## config.mk

```make
export PLATFORM = sky130hd
export DESIGN_NAME = vrf_port_arbiter
export DESIGN_NICKNAME = d
export VERILOG_FILES = /design/src/rtl/vrf_port_arbiter.sv
export SDC_FILE = /design/constraint.sdc
export NUM_CORES = 1
export LEC_CHECK = 0
export ABC_CLOCK_PERIOD_IN_PS = 5600
export BUFFER_PORTS_ARGS = -buffer_cell sky130_fd_sc_hd__buf_2
export CORE_AREA = 2 2 260 262
export CTS_BUF_LIST = sky130_fd_sc_hd__clkbuf_16
export CTS_CLUSTER_DIAMETER = 100
export CTS_CLUSTER_SIZE = 25
export DETAILED_ROUTE_END_ITERATION = 10
export DIE_AREA = 0 0 262 264
export PLACE_DENSITY = 0.33
export SLEW_MARGIN = 20
export SYNTH_ARGS = -nofsm -noshare
export SYNTH_HDL_FRONTEND = slang
export SYNTH_SLANG_ARGS = --single-unit
```

## constraint.sdc

```tcl
create_clock -name clk_i -period 5.6 [get_ports clk_i]
set_clock_uncertainty 0.2 [all_clocks]
set_input_delay 1.68 -clock clk_i [delete_from_list [all_inputs] [get_ports clk_i]]
set_output_delay 1.68 -clock clk_i [all_outputs]
set_load 0.01 [all_outputs]
```

## src/rtl/vrf_port_arbiter.sv

```systemverilog
// -----------------------------------------------------------------------------
// vrf_port_arbiter
//
// Shares a single-port vector register file RAM between two requesters:
// port 0 is the vector execute sequencer, port 1 the vector load/store unit.
// Arbitration is round-robin with an optional per-beat lock, so one port can
// finish a multi-register group (LMUL > 1) without the other port's beats
// being interleaved. Read data is returned to whichever port issued the read.
// A watchdog force-releases a lock whose owner has stopped requesting.
//
// Ports
//   clk_i, rst_i            clock (rising edge), async active-high reset
//   req_i[1:0]              per-port access request
//   we_i[1:0]               per-port write enable (1 = write, 0 = read)
//   lock_i[1:0]             per-port lock: keep ownership after this beat
//   addr0_i, addr1_i        per-port register address
//   wdata0_i, wdata1_i      per-port write data
//   gnt_o[1:0]              combinational grant, one-hot or zero
//   rvalid_o[1:0]           registered read-data valid, one-hot per port
//   rdata_o                 shared read data, qualified by rvalid_o
//   lock_err_o              one-cycle pulse on watchdog lock release
//   ram_req_o, ram_we_o     RAM strobe and write enable
//   ram_addr_o, ram_wdata_o RAM address and write data
//   ram_rdata_i             RAM read data, valid the cycle after a read
//
// Registers
//   lock_q     | a port currently holds exclusive ownership
//   owner_q    | which port holds the lock (meaningful only when lock_q)
//   prio_q     | port that wins the next unlocked tie
//   idle_cnt_q | consecutive cycles the lock owner has not requested
//   rd_pend_q  | one-hot port whose read was granted last cycle
//   lock_err_q | watchdog released a lock at the last edge
// -----------------------------------------------------------------------------
module vrf_port_arbiter #(
    parameter int unsigned VLEN        = 128,
    parameter int unsigned AddrWidth   = 5,
    parameter int unsigned LockTimeout = 16
) (
    input  logic                 clk_i,
    input  logic                 rst_i,
    input  logic [1:0]           req_i,
    input  logic [1:0]           we_i,
    input  logic [1:0]           lock_i,
    input  logic [AddrWidth-1:0] addr0_i,
    input  logic [AddrWidth-1:0] addr1_i,
    input  logic [VLEN-1:0]      wdata0_i,
    input  logic [VLEN-1:0]      wdata1_i,
    output logic [1:0]           gnt_o,
    output logic [1:0]           rvalid_o,
    output logic [VLEN-1:0]      rdata_o,
    output logic                 lock_err_o,
    output logic                 ram_req_o,
    output logic                 ram_we_o,
    output logic [AddrWidth-1:0] ram_addr_o,
    output logic [VLEN-1:0]      ram_wdata_o,
    input  logic [VLEN-1:0]      ram_rdata_i
);

    localparam int unsigned     CntW    = $clog2(LockTimeout + 1);
    localparam logic [CntW-1:0] IdleMax = CntW'(LockTimeout - 1);

    logic            lock_q,     lock_d;
    logic            owner_q,    owner_d;
    logic            prio_q,     prio_d;
    logic [CntW-1:0] idle_cnt_q, idle_cnt_d;
    logic [1:0]      rd_pend_q,  rd_pend_d;
    logic            lock_err_q, lock_err_d;

    logic [1:0] gnt;
    logic       gnt_any;
    logic       gnt_sel;
    logic       sel_we;
    logic       sel_lock;

    // Grant decode. Reset forces every grant low so no RAM access can be
    // issued while the arbiter state is being cleared.
    always_comb begin
        gnt = 2'b00;
        if (!rst_i) begin
            if (lock_q) begin
                gnt[owner_q] = req_i[owner_q];
            end else begin
                case (req_i)
                    2'b01:   gnt = 2'b01;
                    2'b10:   gnt = 2'b10;
                    2'b11:   gnt = prio_q ? 2'b10 : 2'b01;
                    default: gnt = 2'b00;
                endcase
            end
        end
    end

    assign gnt_any  = |gnt;
    assign gnt_sel  = gnt[1];
    assign sel_we   = gnt_sel ? we_i[1]   : we_i[0];
    assign sel_lock = gnt_sel ? lock_i[1] : lock_i[0];

    assign gnt_o       = gnt;
    assign ram_req_o   = gnt_any;
    assign ram_we_o    = gnt_any & sel_we;
    assign ram_addr_o  = gnt_sel ? addr1_i  : addr0_i;
    assign ram_wdata_o = gnt_sel ? wdata1_i : wdata0_i;

    // RAM read data is already aligned with rd_pend_q, so it is passed
    // straight through rather than re-registered.
    assign rdata_o    = ram_rdata_i;
    assign rvalid_o   = rd_pend_q;
    assign lock_err_o = lock_err_q;

    always_comb begin
        lock_d     = lock_q;
        owner_d    = owner_q;
        prio_d     = prio_q;
        idle_cnt_d = idle_cnt_q;
        rd_pend_d  = 2'b00;
        lock_err_d = 1'b0;

        if (gnt_any) begin
            if (!sel_we) begin
                rd_pend_d = gnt;
            end
            // A granted beat always restarts the idle count: either the owner
            // just used its lock, or the lock is being taken fresh.
            idle_cnt_d = '0;
            if (sel_lock) begin
                lock_d  = 1'b1;
                owner_d = gnt_sel;
            end else begin
                lock_d = 1'b0;
                prio_d = ~gnt_sel;
            end
        end else if (lock_q) begin
            if (req_i[owner_q]) begin
                idle_cnt_d = '0;
            end else if (idle_cnt_q == IdleMax) begin
                // Owner abandoned the lock: release it and hand the next tie
                // to the other port so the stalled requester goes first.
                lock_d     = 1'b0;
                idle_cnt_d = '0;
                lock_err_d = 1'b1;
                prio_d     = ~owner_q;
            end else begin
                idle_cnt_d = idle_cnt_q + CntW'(1);
            end
        end
    end

    always_ff @(posedge clk_i or posedge rst_i) begin
        if (rst_i) begin
            lock_q     <= 1'b0;
            owner_q    <= 1'b0;
            prio_q     <= 1'b0;
            idle_cnt_q <= '0;
            rd_pend_q  <= 2'b00;
            lock_err_q <= 1'b0;
        end else begin
            lock_q     <= lock_d;
            owner_q    <= owner_d;
            prio_q     <= prio_d;
            idle_cnt_q <= idle_cnt_d;
            rd_pend_q  <= rd_pend_d;
            lock_err_q <= lock_err_d;
        end
    end

endmodule

```

==> out/results.ini, run 1 <==
[synthesis]
syn-cell-area_sq_um=3330
synth_edf_count=0
ys_types=37
yosys-top-cells-area=mux2_1 32%, buf_4 29%, mux2_4 18%
synthCells=339
synth.avg_cell_area_sq_um=9.81
async_flop_share_pct=100
yosysWarnings=0
yosysTopAreaCell=mux2_1
syn_nets=742
synth_top_area_share_pct=31.8
ys_seq_area_share_pct=8.27
ys_seq_elements=11
synth_flop_cell=dfrtp_1

[clock_network]
cts-root-buf=clkbuf_16
postCtsSetupRepairBufs=0
clock_sinks=11
clock_latency_ns=0.25
h-tree-depth=1
cts_resized=0
clockBufferDepth=2
ctsHoldBuffers=0
clkSlewWorstSetupHoldPaths_ns=0.05
cts_tree=built
numCtsBuffers=3

[floorplanning]
io_pins=670
chipWidth_um=262
die_h_um=264
dieArea_sq_um=69200
rows=95
core_area_sq_um=66600
start_util_pct=5.00

[route]
num_vias=3620
drt-total-wl_mm=15.8
drt-initial-drc-count=85
ant_nets=0
wire_per_inst_um=10.6
vias_per_cell=2.42
drc_errors=0
first_pass_iters=5

[layout]
final_cell_mix=413 x buf_2, 94 x mux2_1, 39 x mux2_4
fill_cells=7822
nets=1023
final_common_cell=buf_2
drive_above_1_share_pct=75.8
area_growth_pct=68.2

[placed_design]
io_buffers=413
dp_hpwl_mm=14.3
preCtsSetupSlack_ns=0.350
place_congestion=0.817

[global_routing]
met2_usage_pct=7.09
antenna_found_initial=5
grt_first_pass_wirelength_mm=20.7
grt-busiest-layer=met2
globalRoute.totalOverflow=0
grt_pass1_vias=3607
grt_use_met1_pct=3.65
grt_util_met3_pct=2.66
grt_usage_pct=4.07
grt_max_degree=51

[power_and_ir_drop]
powerDensity_nw_per_um2=158
vdd_drop_max_uv=89.4
power.leakage_uw=0.00266

[critical_path]
cp_max_fo=10
r2r_start=lock_q
end_kind=output pin
critical_path_class=in -> out
start_kind=primary input
worstPathRequired_ns=3.72
cp.arrival_ns=3.34
r2r_cells=5
timing.reg2reg.setup_slack_ns=3.54
rr_endpoint=rvalid_o[0]

[timing]
layout_min_cycle_time_ns=5.22
tightestPinTransition_ns=0.527
rsz0062_at_grt=no
clock.fmax_ghz=0.192
finalSetupViolCount=0
slew_violations=0
fin_crit_sh_pct=93.2
fin_tns_setup_ns=0
slew_headroom_pct=64.9
fin_ws_ns=0.378
timing_hold_violations_final=0

[min_path]
hp-class=reg -> reg
holdPathStages=1
hold_path.startpoint=idle_cnt_q[4]
hold_path_end=idle_cnt_q[4]

[status]
status=complete, no violations

[job]
maxCapViolCount=0

layout make-up:
cell class	count	area [sq um]	area share (%)
timing repair buffer	420	2160	38.6
multi-input combinational	181	1970	35.3
tap	873	1090	19.5
sequential	11	275	4.92
clock buffer	3	75.1	1.34
inverter	3	11.3	0.201
clock inverter	1	5.00	0.0894
antenna	2	5.00	0.0894
per-stage QoR:
stage	power [uW]	cell area (sq um)	hold WS [ns]	utilization [%]	std cells
detailed placement	760	5510	0.298	8.28	1488
finish	885	5600	0.316	8.41	1494
CTS	902	5590	0.311	8.40	1492
global placement	760	5510	0.291	8.28	1488
floorplan	567	3330	0.269	-	339
global route	957	5600	0.332	8.41	1494
worst max-delay path: stages:
cell and delay (ns):
buf_2 0.13, nor3b_2 0.18, nor3_2 0.31, buf_4 0.23, buf_4 0.21, mux2_1 0.41
buf_2 0.17
registers in the layout, summed over array words and instances, names as in the netlist:
register,count
prio_q,1
lock_err_o,1
rvalid_o,2
lock_q,1
idle_cnt_q,5
owner_q,1
layer usage:
layer  vias to the layer above  routed length [um]
li1                       1613                   -
met1                      1556                4960
met2                       417                7310
met3                        30                2910
met4                         4                 562
met5                         -                  60
worst max path at each step:
stage / slack (ns) / start / endpoint
global route: 0.27 / rst_i / ram_wdata_o[7]
detailed placement: 0.35 / req_i[0] / ram_wdata_o[80]
global placement: 0.39 / req_i[0] / ram_wdata_o[80]
CTS: 0.34 / req_i[0] / ram_wdata_o[80]
finish: 0.38 / req_i[0] / ram_wdata_o[80]
floorplan: 0.89 / rst_i / ram_wdata_o[118]
logic make-up after synthesis:
family / count (synthesis) / share of synthesized area (%)
adder cells (fa/ha/maj): 1 / 0.376
AND/OR/NAND/NOR: 28 / 5.30
AO/OA/AOI/OAI: 16 / 3.16
multiplexers: 136 / 50.4
buffers and inverters: 147 / 32.5
flip-flops: 11 / 8.27
power breakdown:
group          internal (uW)  total, uW  switching (uW)
combinational            333        629             296
clock                   95.2        138            42.6
sequential              94.4        118            23.8
total                    522        885             362
cell usage after synthesis, drive strengths merged, types with 2 or more instances:
cell    count
mux2i       2
inv         3
and3        3
buf       143
o21ai       3
mux2      134
dfrtp      11
nand3       4
nand2b      5
and2        2
nor2        4
a21oi       7
(Power assumes the default switching activity.)
==> inputs of run 2 (changes only) <==
--- a/config.mk
+++ b/config.mk
@@ -14,6 +14,7 @@
 export DETAILED_ROUTE_END_ITERATION = 10
 export DIE_AREA = 0 0 262 264
 export PLACE_DENSITY = 0.33
+export RECOVER_POWER = 100
 export SLEW_MARGIN = 20
 export SYNTH_ARGS = -nofsm -noshare
 export SYNTH_HDL_FRONTEND = slang
==> constraint.sdc (replaced) <==
create_clock -name clk_i -period 5.6 [get_ports clk_i]
set_clock_uncertainty 0.2 [all_clocks]
set_input_delay 1.68 -clock clk_i [delete_from_list [all_inputs] [get_ports clk_i]]
set_output_delay 1.68 -clock clk_i [all_outputs]
set_load 0.05 [all_outputs]
==> run 2 against run 1 <==
Cell area shrank 0.94%. Routed wire length rose by 0.99%. Critical path depth did not move. Die area stayed put. Clock power is 6% lower. Via count fell by 0.47%. Non-clock buffer count is 1 higher. Final cell count about the same. Clock-buffer cell count unchanged. Global-route usage is 0.13 points higher. Register-to-register slack got worse by 0.04 ns. Power grew 45%. Critical path type unchanged.
==> out/results.ini, run 2 (synthesized netlist as in run 1, its figures left out) <==
[status]
status=complete, no violations

[placed_design]
dp_hpwl_mm=14.5
place_inst=1489
io_buffers=413
place_congestion=0.836

[layout]
nets=1024
layoutNonFillerInstCount=1495
finalCoreUtilization_pct=8.33
final_common_cell=buf_2
final_cell_mix=279 x buf_2, 102 x clkbuf_2, 94 x mux2_1
top_register=idle_cnt_q
largest_reg_flops=5
drive_above_1_share_pct=69.5
area_growth_pct=66.6

[clock_network]
cts_resized=0
cts-root-buf=clkbuf_16
clock_sinks=11
clockBufferDepth=2
clkSlewWorstSetupHoldPaths_ns=0.04
postCtsSetupRepairBufs=0
cts_tree=built
h-tree-depth=1
clock_latency_ns=0.24
ctsHoldBuffers=0
numCtsBuffers=3

[route]
drt-initial-drc-count=61
drc_errors=0
num_vias=3603
drt-total-wl_mm=16.0
wire_per_inst_um=10.7
ant_nets=0
vias_per_cell=2.41
first_pass_iters=4

[critical_path]
worstPathRequired_ns=3.72
r2r_cells=4
cp.arrival_ns=3.52
cp_max_fo=10
timing.reg2reg.setup_slack_ns=3.50
worstSetupStartpoint=req_i[0]
critical_path_class=in -> out
start_kind=primary input
rr_endpoint=prio_q
r2r_start=lock_q
path_cells=buf_2 -> nor3b_2 -> nor3_2 -> buf_4 -> clkbuf_2 -> mux2_1 -> buf_2
crit_family=buffers and inverters
slowest_delay_ns=0.44
cpMostUsedCell=buf_2
end_kind=output pin
critical_path.n_buffers_inverters=4
slowest_stage=mux2_1

[floorplanning]
io_pins=670
core_area_sq_um=66600
die_h_um=264
start_util_pct=5.00
dieArea_sq_um=69200
rows=95
chipWidth_um=262

[timing]
layout_min_cycle_time_ns=5.40
slew_violations=0
slew_headroom_pct=42.2
clock.fmax_ghz=0.185
tightestPinTransition_ns=0.871
rsz0062_at_grt=no
timing_hold_violations_final=0
fin_tns_setup_ns=0
finalSetupViolCount=0
fin_crit_sh_pct=96.4

[power_and_ir_drop]
p_seq_share_pct=9.4
combinationalPowerShare_pct=80.5
finalPower_uw=1280
power.leakage_uw=0.00258
powerDensity_nw_per_um2=231
vdd_drop_max_uv=117
netSwitchingFraction_pct=60.2
pwr-share-clk_pct=10.2
switchingPower_uw=771
internal_power_uw=509

[global_routing]
globalRoute.totalOverflow=0
grt_pass1_vias=3859
grt_usage_pct=4.20
grt_first_pass_wirelength_mm=21.6
grt_max_degree=51
antenna_found_initial=5

[min_path]
hold_path.startpoint=idle_cnt_q[4]
hp-class=reg -> reg
holdPathStages=1
hold_path_end=idle_cnt_q[4]

[job]
maxCapViolCount=0

run 2: changes by cell type in the layout (fill, tap and decap cells not counted), moves of 2 or more:
cell      previous run  this run
buf_4                4         1
inv_1                2         4
clkbuf_1             0        35
clkbuf_2             0       102
buf_2              413       279
run 2: metrics by stage:
step | instance area, sq um | hold slack, ns | worst slack, ns
4_1_cts | 5600 | 0.313 | 0.271
6_report | 5540 | 0.307 | 0.203
3_5_place_dp | 5520 | 0.297 | 0.283
3_3_place_gp | 5520 | 0.298 | 0.315
5_1_grt | 5540 | 0.348 | 0.0983
2_1_floorplan | 3330 | 0.269 | 0.651
run 2: layout make-up:
cell class              instances  area (sq um)
inverters                       3          11.3
diodes                          2          5.00
well taps                     873          1090
repair buffers                421          2110
flip-flops and latches         11           275
multi-input cells             181          1970
clock inverters                 1          3.75
clock buffers                   3          75.1
fillers                      7840         61000
run 2: worst max-delay path by stage:
| stage | to | slack [ns] | cells after the start |
|---|---|---|---|
| after floorplan | ram_we_o | 0.65 | 6 |
| after global placement | ram_wdata_o[80] | 0.31 | 7 |
| after detailed placement | ram_wdata_o[80] | 0.28 | 7 |
| after CTS | ram_wdata_o[80] | 0.27 | 7 |
| after global routing | ram_wdata_o[80] | 0.1 | 7 |
| final | ram_wdata_o[80] | 0.20 | 7 |
run 2: power groups by stage:
stage	registers, uW	clock network [uW]	logic, uW
2_1_floorplan	114	0	1020
3_3_place_gp	120	0	1050
4_1_cts	119	134	1060
5_1_grt	124	140	1090
3_5_place_dp	120	0	1050
6_report	120	130	1030
run 2: routing by layer:
layer | vias to the layer above | global-route usage (%) | part of all wire (%) | routed length (um)
li1 | 1613 | - | - | -
met4 | 4 | 2.02 | 4.3 | 690
met1 | 1538 | 4.09 | 34 | 5470
met5 | - | 0.499 | 0.37 | 59
met3 | 34 | 2.25 | 16 | 2600
met2 | 414 | 7.18 | 45 | 7150
==> inputs of run 3 (changes only) <==
==> config.mk (replaced) <==
export PLATFORM = sky130hd
export DESIGN_NAME = vrf_port_arbiter
export DESIGN_NICKNAME = d
export VERILOG_FILES = /design/src/rtl/vrf_port_arbiter.sv
export SDC_FILE = /design/constraint.sdc
export NUM_CORES = 1
export LEC_CHECK = 0
export ABC_CLOCK_PERIOD_IN_PS = 5900
export BUFFER_PORTS_ARGS = -buffer_cell sky130_fd_sc_hd__buf_2
export CORE_AREA = 2 2 262 264
export CTS_BUF_LIST = sky130_fd_sc_hd__clkbuf_16
export CTS_CLUSTER_DIAMETER = 100
export CTS_CLUSTER_SIZE = 25
export DETAILED_ROUTE_END_ITERATION = 10
export DIE_AREA = 0 0 264 266
export PLACE_DENSITY = 0.32
export RECOVER_POWER = 25
export SLEW_MARGIN = 20
export SYNTH_ARGS = -nofsm -noshare
export SYNTH_HDL_FRONTEND = slang
export SYNTH_SLANG_ARGS = --single-unit
==> constraint.sdc (replaced) <==
create_clock -name clk_i -period 5.9 [get_ports clk_i]
set_clock_uncertainty 0.2 [all_clocks]
set_input_delay 1.77 -clock clk_i [delete_from_list [all_inputs] [get_ports clk_i]]
set_output_delay 1.77 -clock clk_i [all_outputs]
set_load 0.05 [all_outputs]
==> run 3 against run 2 <==
First-iteration DRC count rose by 120%. Worst hold slack better by 0.0044 ns. Non-clock buffer count is 2 higher. Routed wire length increased by 10%. Cell area is 1.4% higher. Power shrank 3.9%. Combinational power decreased by 4%. Final cell count increased by 0.74%. Critical path depth is the same. Via count up 1.7%. Die area is 1.5% higher. Sequential share of layout area decreased by 0.070 points. Critical path type unchanged. Largest power group unchanged. Highest routed layer unchanged.
==> out/results.ini, run 3 (synthesized netlist as in run 1, its figures left out) <==
[layout]
fill_cells=7978
largest_reg_flops=5
layoutNonFillerInstCount=1506
nets=1026
multi_input_area_sq_um=1970
final_common_cell=buf_2
area_growth_pct=69.0
top_register=idle_cnt_q
drive_above_1_share_pct=74.3
seqCellArea_sq_um=275
final_cell_mix=408 x buf_2, 94 x mux2_1, 39 x mux2_4

[clock_network]
postCtsSetupRepairBufs=0
h-tree-depth=1
clockBufferDepth=2
clock_sinks=11
ctsHoldBuffers=0
cts_tree=built
cts-root-buf=clkbuf_16
clkSlewWorstSetupHoldPaths_ns=0.04
cts_resized=0
clock_latency_ns=0.24
numCtsBuffers=3

[critical_path]
worstPathRequired_ns=3.93
end_kind=output pin
cp.arrival_ns=3.58
start_kind=primary input
critical_path_class=in -> out
cp_max_fo=41

[global_routing]
grt_pass1_vias=3732
grt_usage_pct=4.57
grt_first_pass_wirelength_mm=23.6
grt_max_degree=46
globalRoute.totalOverflow=0
antenna_found_initial=8

[timing]
finalSetupViolCount=0
tightestPinTransition_ns=0.795
layout_min_cycle_time_ns=5.55
worst_hold_slack_ns=0.311
fin_tns_setup_ns=0
fin_crit_sh_pct=94.1
clock.fmax_ghz=0.180
timing_hold_violations_final=0
slew_violations=0
slew_headroom_pct=47.2
rsz0062_at_grt=no
fin_ws_ns=0.351

[placed_design]
place_inst=1500
place_congestion=1.01
dp_hpwl_mm=15.8
io_buffers=413
preCtsSetupSlack_ns=0.346

[job]
maxCapViolCount=0

[floorplanning]
core_area_sq_um=67700
dieArea_sq_um=70200
start_util_pct=4.91
chipWidth_um=264
die_h_um=266
io_pins=670
rows=96

[power_and_ir_drop]
vdd_drop_max_uv=77.0
powerDensity_nw_per_um2=219
power.leakage_uw=0.00266

[route]
num_vias=3663
drt-initial-drc-count=134
first_pass_iters=5
drt-total-wl_mm=17.6
drc_errors=0
ant_nets=0
vias_per_cell=2.43
wire_per_inst_um=11.7

[min_path]
hp-class=reg -> reg

[status]
status=complete, no violations

run 3: cell types whose count changed in the layout (fill, tap and decap cells not counted), sizes merged:
cell	delta
buf	+133
clkbuf	-131
run 3: metal layers:
| metal | vias up | routed length [um] | track usage (%) |
|---|---|---|---|
| li1 | 1623 | - | - |
| met1 | 1590 | 6220 | 4.64 |
| met2 | 416 | 7830 | 7.66 |
| met3 | 30 | 3120 | 3.21 |
| met4 | 4 | 359 | 0.967 |
| met5 | - | 26 | 0.0693 |
run 3: per-stage QoR:
stage	total power, uW	area (sq um)	util (%)
floorplan	1080	3330	-
global placement	1120	5560	8.20
detailed placement	1120	5560	8.20
CTS	1250	5640	8.32
global route	1290	5620	8.29
finish	1230	5620	8.30
run 3: power by group:
part / internal (uW) / leakage (uW) / switching [uW]
clock network: 89.3 / 0.0000423 / 36.0
logic: 322 / 0.00247 / 671
registers: 89.8 / 0.000147 / 21.9
run 3: layout make-up:
class,instances,share of cell area (%)
tap,882,19.6
timing repair buffer,423,38.8
sequential,11,4.90
inverter,3,0.200
clock buffer,3,1.34
clock inverter,1,0.0668
antenna,2,0.0890
multi-input combinational,181,35.0
run 3: worst paths after layout:
kind                       cells past startpoint          start  slack, ns               to
max in group asynchronous                      3          rst_i       3.51      rvalid_o[0]
setup reg to reg                               5         lock_q       3.60      rvalid_o[0]
hold reg to reg                                1  idle_cnt_q[4]       0.31    idle_cnt_q[4]
min in group asynchronous                      3          rst_i       1.55          owner_q
setup / recovery                               7       req_i[0]       0.35  ram_wdata_o[48]
hold / removal                                 1  idle_cnt_q[4]       0.31    idle_cnt_q[4]
run 3: critical path, cell delays in order:
cell and delay, ns:
buf_2 0.13, nor3b_1 0.17, nor3_2 0.40, buf_12 0.23, buf_12 0.25, mux2_1 0.37, buf_2 0.22
